`src/rtl/pdp_ram_fifo.sv`:
```
// Single-clock FIFO on an inferred pseudo-dual-port RAM with count and registered flags.
// Define FIFO_ERR_FLAGS_EN to add sticky overflow/underflow error outputs.
module pdp_ram_fifo #(
  parameter int DATA_WIDTH    = 8,
  parameter int ADDR_WIDTH    = 9,
  parameter int AFULL_THRESH  = 480,
  parameter int AEMPTY_THRESH = 32
) (
  input  logic                  clk,
  input  logic                  rst_n,
  input  logic                  wr_en,
  input  logic [DATA_WIDTH-1:0] wr_data,
  input  logic                  rd_en,
  output logic [DATA_WIDTH-1:0] rd_data,
  output logic                  rd_valid,
  output logic                  full,
  output logic                  empty,
  output logic                  almost_full,
  output logic                  almost_empty,
  output logic [ADDR_WIDTH:0]   count
`ifdef FIFO_ERR_FLAGS_EN
  ,
  output logic                  ovf_err,
  output logic                  udf_err
`endif
);
  localparam int DEPTH = 2**ADDR_WIDTH;
  localparam int CW    = ADDR_WIDTH + 1;

  logic [DATA_WIDTH-1:0] mem [DEPTH];
  logic [ADDR_WIDTH-1:0] wr_ptr, rd_ptr;
  logic [ADDR_WIDTH:0]   count_nxt;
  logic                  wr_acc, rd_acc;

  // Acceptance judged on the registered flags, so full/empty never see a same-cycle update.
  assign wr_acc = wr_en & ~full;
  assign rd_acc = rd_en & ~empty;

  always_comb begin
    count_nxt = count;
    case ({wr_acc, rd_acc})
      2'b10:   count_nxt = count + CW'(1);
      2'b01:   count_nxt = count - CW'(1);
      default: count_nxt = count;
    endcase
  end

  // RAM array carries no reset so it maps onto block RAM.
  always_ff @(posedge clk) begin
    if (rst_n && wr_acc) mem[wr_ptr] <= wr_data;
  end

  always_ff @(posedge clk) begin
    if (!rst_n) begin
      wr_ptr       <= '0;
      rd_ptr       <= '0;
      count        <= '0;
      full         <= 1'b0;
      empty        <= 1'b1;
      almost_full  <= 1'b0;
      almost_empty <= 1'b1;
      rd_valid     <= 1'b0;
      rd_data      <= '0;
    end else begin
      if (wr_acc) wr_ptr <= wr_ptr + ADDR_WIDTH'(1);
      if (rd_acc) begin
        rd_ptr  <= rd_ptr + ADDR_WIDTH'(1);
        rd_data <= mem[rd_ptr];
      end
      rd_valid     <= rd_acc;
      count        <= count_nxt;
      full         <= (count_nxt == CW'(DEPTH));
      empty        <= (count_nxt == '0);
      almost_full  <= (count_nxt >= CW'(AFULL_THRESH));
      almost_empty <= (count_nxt <= CW'(AEMPTY_THRESH));
    end
  end

`ifdef FIFO_ERR_FLAGS_EN
  always_ff @(posedge clk) begin
    if (!rst_n) begin
      ovf_err <= 1'b0;
      udf_err <= 1'b0;
    end else begin
      if (wr_en && full)  ovf_err <= 1'b1;
      if (rd_en && empty) udf_err <= 1'b1;
    end
  end
`endif

endmodule
```
`config.mk`:
```
export PLATFORM = sky130hd
export DESIGN_NAME = pdp_ram_fifo
export DESIGN_NICKNAME = d
export VERILOG_FILES = /design/src/rtl/pdp_ram_fifo.sv
export SDC_FILE = /design/constraint.sdc
export NUM_CORES = 2
export LEC_CHECK = 0
export BUFFER_PORTS_ARGS = -buffer_cell sky130_fd_sc_hd__buf_4
export CELL_PAD_IN_SITES_DETAIL_PLACEMENT = 1
export CELL_PAD_IN_SITES_GLOBAL_PLACEMENT = 1
export CORE_UTILIZATION = 55
export CTS_BUF_LIST = sky130_fd_sc_hd__clkbuf_2
export DETAILED_ROUTE_END_ITERATION = 10
export MAX_ROUTING_LAYER = met4
export PLACE_DENSITY_LB_ADDON = 0.1
export RECOVER_POWER = 25
export SLEW_MARGIN = 25
export SYNTH_ARGS = -nofsm -noshare
export SYNTH_HDL_FRONTEND = slang
export SYNTH_SLANG_ARGS = --single-unit
```
`constraint.sdc`:
```
create_clock -name clk -period 4.4 [get_ports clk]
set_clock_uncertainty 0.05 [all_clocks]
set_input_delay 0.44 -clock clk [delete_from_list [all_inputs] [get_ports clk]]
set_output_delay 0.44 -clock clk [all_outputs]
set_load 0.02 [all_outputs]
```
# --- Yosys cells after proc, flatten, opt, wreduce, memory -nomap -nowiden ---
# Memory sizes are Yosys's and may differ from the RTL's. A register that Yosys moved wholly into a read port is not among the register bits.
# Cells that the tools add are included.
classes:
  addsub: 4
  n_lt_le_gt_ge: 2
  n_eq_ne: 3
  n_mux: 3
  bitwise_logic: 4
  n_reduce_logical: 3
ops:
  columns: ["operator", "count"]
  rows:
  - ["case mux 10 bit (2 select lines)", 1]
  - ["adder 9 x 1 -> 9 bit (second input constant)", 2]
  - ["adder 10 x 1 -> 10 bit (second input constant)", 1]
  - ["equality test 10 bit (second input constant)", 1]
  - ["greater-or-equal comparator 10 x 9 -> 1 bit (second input constant)", 1]
  - ["less-or-equal comparator 10 x 6 -> 1 bit (second input constant)", 1]
  - ["zero test 10 bit", 1]
  - ["subtractor 10 x 1 -> 10 bit (second input constant)", 1]
  - ["AND 1 bit", 2]
  - ["equality test 2 x 1 -> 1 bit (second input constant)", 1]
  - ["equality test 2 bit (second input constant)", 1]
  - ["2-to-1 mux 1 bit", 2]
  - ["inverter 1 bit", 2]
  - ["logical AND 1 bit", 1]
  - ["zero test 1 bit", 1]
word_totals:
  reg_bits: 33
  ramBits: 4096
  in_bits: 12
  out_inout_bits: 23
  wordCells: 28
  mem_count: 1
mem_list:
  columns: ["memory", "depth", "width", "rd", "rd_clocked_by_memory_dff", "write_ports", "line_no", "text"]
  rows:
  - ["mem", 512, 8, 1, 1, 1, "30", "logic [DATA_WIDTH-1:0] mem [DEPTH];"]

# --- Longest topological paths before layout ---
logic_depth:
  word_depth: 5
  ltp_mapped: 15
  ltp_nobuf: 13

# --- Worst setup path after synthesis ---
# Ideal clock, no wire load.
synth_timing:
  path_type: "reg-to-reg"
  start: "register empty"
  end: "register empty"
  setup_ps: 101
  arrival_ps: 3067
  t_required_ps: 4249
  setup_slack_ps: 1182
  stages_incl_launch_ff: 16
  n_path_buf: 2
  synth_period_minus_slack_ps: 3218
  path_cell_list: "dfxtp_1 > nand2b_1 > clkbuf_1 > inv_1 > nand2_1 > buf_2 > xnor2_1 > ha_1 > nand2b_1 > o21ai_0 > or4_1 > o21ai_0 > a311oi_1 > o22a_1 > or3_1 > o41ai_1"
synth_via:
  elab_chain_len: 5
  elab_cells_between_ends: 6
  classes_between: "2 x eq/ne; 1 x mux; 2 x bitwise; 1 x reduce/logical"
synth_lines:
  columns: ["element", "line_no", "text"]
  rows:
  - ["from (decl)", "17", "output logic empty,"]
  - ["from (signal assigned)", "73", "empty <= (count_nxt == '0);"]
  - ["inverter 1 bit *", "37", "assign rd_acc = rd_en & ~empty;"]
  - ["AND 1 bit *", "37", null]
  - ["equality test 2 x 1 -> 1 bit or equality test 2 bit (tied branches)", "41", "case ({wr_acc, rd_acc})"]
  - ["case mux 10 bit (2 select lines) *", "41", null]
  - ["zero test 10 bit *", "73", null]
# Every way passes the cells marked *; elsewhere a longest branch is shown, timed or not.
# A chain may end at the register's enable or synchronous reset.

==> metrics.md <==
| Metric | Value |
|---|---|
| Root buffer cell | clkbuf_2 |
| Critical path arrival | 6.36 ns |
| Async set-reset flop share out of synthesis | 0% |
| Clock latency on the worst-skew pair | 2.22 ns |
| Unrepaired setup endpoints after global routing | false |
| Syn Area/Cell | 20.86 µm² |
| Core Box Area | 291800 µm² |
| Most common cell after layout, fill and taps aside | edfxtp_1 |
| CP required | 6.37 ns |
| Yosys cell types | 81 |
| Max Cap Viol | 14 |
| Worst-Margin Slew | 4.151 ns |
| CP cell instances | nand2_1, buf_4, o22ai_1, a31oi_1, mux4_2, or2_0, a211oi_1, nor3_1 |
| Fmax achieved | 0.2279 GHz |
| Final Hold Vio Count | 0 |
| CTS Sinks | 4137 |
| Post-DR vias/cell | 6.672 |
| Run status | finished, violations left |
| Routed WL | 512.0 mm |
| Total grt overflow | 0 |
| DR DRC count | 0 |
| CTS tree | yes |
| Power Total | 76.83 mW |
| Placed Instances | 11720 |
| Initial antenna violation count | 40 |
| Fin crit period | 4.387 ns |
| Initial Utilization | 55.45% |
| Initial drt markers | 13040 |
| Die ar. | 296400 µm² |
| Vias in the first global route | 93100 |
| Tcrit/Tclk final | 99.70% |
| Maximum VDD drop | 307.1 µV |
| Main combinational cell family by area after synthesis | multiplexers |
| Area Overhead vs Synth | 10.67% |
| Mux cell area share after synthesis | 15.69% |
| Largest net degree at the start of global routing | 159 |
| Finished Layout Cells | 13600 |
| Wire length per cell | 37.64 µm |
| Share of post-route cells with drive strength above 1 | 33.25% |
| CP Class | reg -> reg |
| WHS Path Cells | 6 |
| 1st-pass router iterations | 6 |
| Pleak | 57.37 nW |
| Synth Area in Compound Gates | 2.852% |
| Area share of fa/ha/maj cells after synthesis | 0.05412% |
| Post-route cell area | 179100 µm² |
| Slew Limit Headroom | -176.8% |
| Post-synth EDFFs | 4096 |
| Total CTS buffers | 1117 |
| Max-slew violation count | 1341 |
| Area after DPL | 169500 µm² |
| Startpoint types | flop |
| Synth area leaders | edfxtp_1 (76%), mux4_2 (13%), mux2i_1 (2.1%) |
| Antenna-violating nets left | 0 |
| Die Span Y | 544.4 µm |
| Nets | 9017 |
| Gr usage total | 36.32% |
| Min-delay worst type | in -> reg |
| IO Port Bufs | 34 |
| Simple-Gate Fraction of Synth Area | 2.817% |
| First-pass GRT wire length | 712.2 mm |
| Cell Area, Synth | 161800 µm² |
| Most frequent cells in the layout | edfxtp_1 (4096), clkbuf_2 (1593), mux4_2 (921) |
| Biggest cell delay along the critical path | 0.85 ns |
| Power per cell area | 429.0 nW/µm² |
| Routed vias | 90760 |
| CP max stage cell | dfxtp_4 |
| Hold slack | 0.2664 ns |
| FF+latch count, synth | 4137 |
| Post-synthesis xor/xnor area fraction | 0.1245% |
| Seq/Total Area, Yosys | 76.52% |
| Final setup viols | 0 |
| Critical-path maximum fanout | 22 |
| Die width | 544.4 µm |
| Htree depth | 7 |
| Synth top area share | 76.01% |
| TNS Setup | 0 ns |
| Dominant cell type by area after synthesis | edfxtp_1 |
| Ys Warns | 0 |
| Violated checks | capacitance limit, slew limit |
| Critical Path Sink Type | flop |
| Row Count | 198 |
| Fill cells | 25490 |
| Worst r2r path cells | 8 |
| Area occupied by multi-input gates | 35160 µm² |
| Top FF cell, synth | edfxtp_1 |
| Reg clk slew, reported paths | 0.09 ns |
| Dpl hpwl | 318.4 mm |
| Area taken by flip-flops and latches | 123800 µm² |
| Syn_nets | 7777 |
| I/O pin count | 35 |
| Placer Congestion | 0.9196 |
| CTS max path bufs | 5 |
| Mapped Cells | 7758 |
[report_power, final]
| group | internal (mW) | switching [mW] |
|---|---|---|
| logic | 3.22 | 4.11 |
| clock network | 10.5 | 15.6 |
| registers | 43.3 | 0.0958 |
[worst max-delay path: cells and delay by family (launching register included)]
family / cells / cell delay (ns)
and+or+nand+nor: 3 / 1.22
AOI/OAI and AO/OA: 3 / 0.93
DFF: 1 / 0.85
muxes: 1 / 0.63
buffers and inverters: 1 / 0.43
[final timing paths]
path	start	slack, ns	end
worst max-delay path	rd_ptr[2]	0.01	rd_data[6]
worst min-delay path	rst_n	0.27	empty
worst max register to register	rd_ptr[2]	0.01	rd_data[6]
worst min register to register	wr_ptr[1]	0.49	wr_ptr[1]
[per-layer routing]
| layer | global-route usage (%) | part of all wire, % |
|---|---|---|
| met1 | 48.31 | 38 |
| met2 | 53.72 | 47 |
| met3 | 8.139 | 11 |
| met4 | 17.43 | 4.6 |
| met5 | - | 0 |
[cell usage after synthesis, drive strengths merged, types with 10 or more instances]
| cell type | count |
|---|---|
| edfxtp | 4096 |
| mux4 | 956 |
| nor2 | 613 |
| mux2i | 346 |
| buf | 313 |
| nand2 | 243 |
| clkbuf | 183 |
| a21oi | 132 |
| o21ai | 87 |
| o22ai | 74 |
| a22oi | 72 |
| nand3 | 67 |
| a221oi | 63 |
| dfxtp | 41 |
| a211oi | 34 |
| nor3 | 34 |
| a31oi | 33 |
| o221ai | 32 |
| o211ai | 26 |
| and3 | 25 |
| mux2 | 24 |
| nor2b | 22 |
| xnor2 | 17 |
| a311oi | 15 |
| and2 | 15 |
| inv | 15 |
| a2111oi | 13 |
| nand4 | 13 |
| o31ai | 12 |
| a22o | 11 |
| nand2b | 10 |
[state kept, by name, summed over array words and instances, names as in the netlist]
signal,cells
rd_valid,1
empty,1
almost_empty,1
mem,4096
wr_ptr,9
almost_full,1
full,1
rd_data,8
rd_ptr,9
count,10
[kinds of logic after synthesis]
group	Yosys count
buffers and inverters	514
muxes	1326
AOI/OAI and AO/OA	668
and+or+nand+nor	1083
adders and majority gates	7
DFF	4137
xor gates and xnor gates	23
[metrics by stage]
stage	worst slack [ns]	utilization (%)
after floorplan	1.182	-
after global placement	-0.3127	58.07
after detailed placement	-0.3267	58.07
after CTS	0.05359	61.44
after global routing	0.07387	61.36
final	0.01300	61.37
[final cells by class]
type / instances / share of cell area [%]
clock buffer: 1583 / 4.424
sequential: 4137 / 69.15
clock inverter: 209 / 0.7070
inverter: 18 / 0.04890
multi-input combinational: 3107 / 19.63
tap: 3900 / 2.725
antenna: 32 / 0.04471
timing repair buffer: 617 / 3.270
[what timing repair did]
action,4_1_cts,5_1_grt
setup endpoints to repair,2,4
endpoints found under the hold margin,6496,2
pin swaps,0,0
hold buffers,47,1
gates resized for setup,3,4
setup buffers,0,8
(Power assumes the default switching activity.)
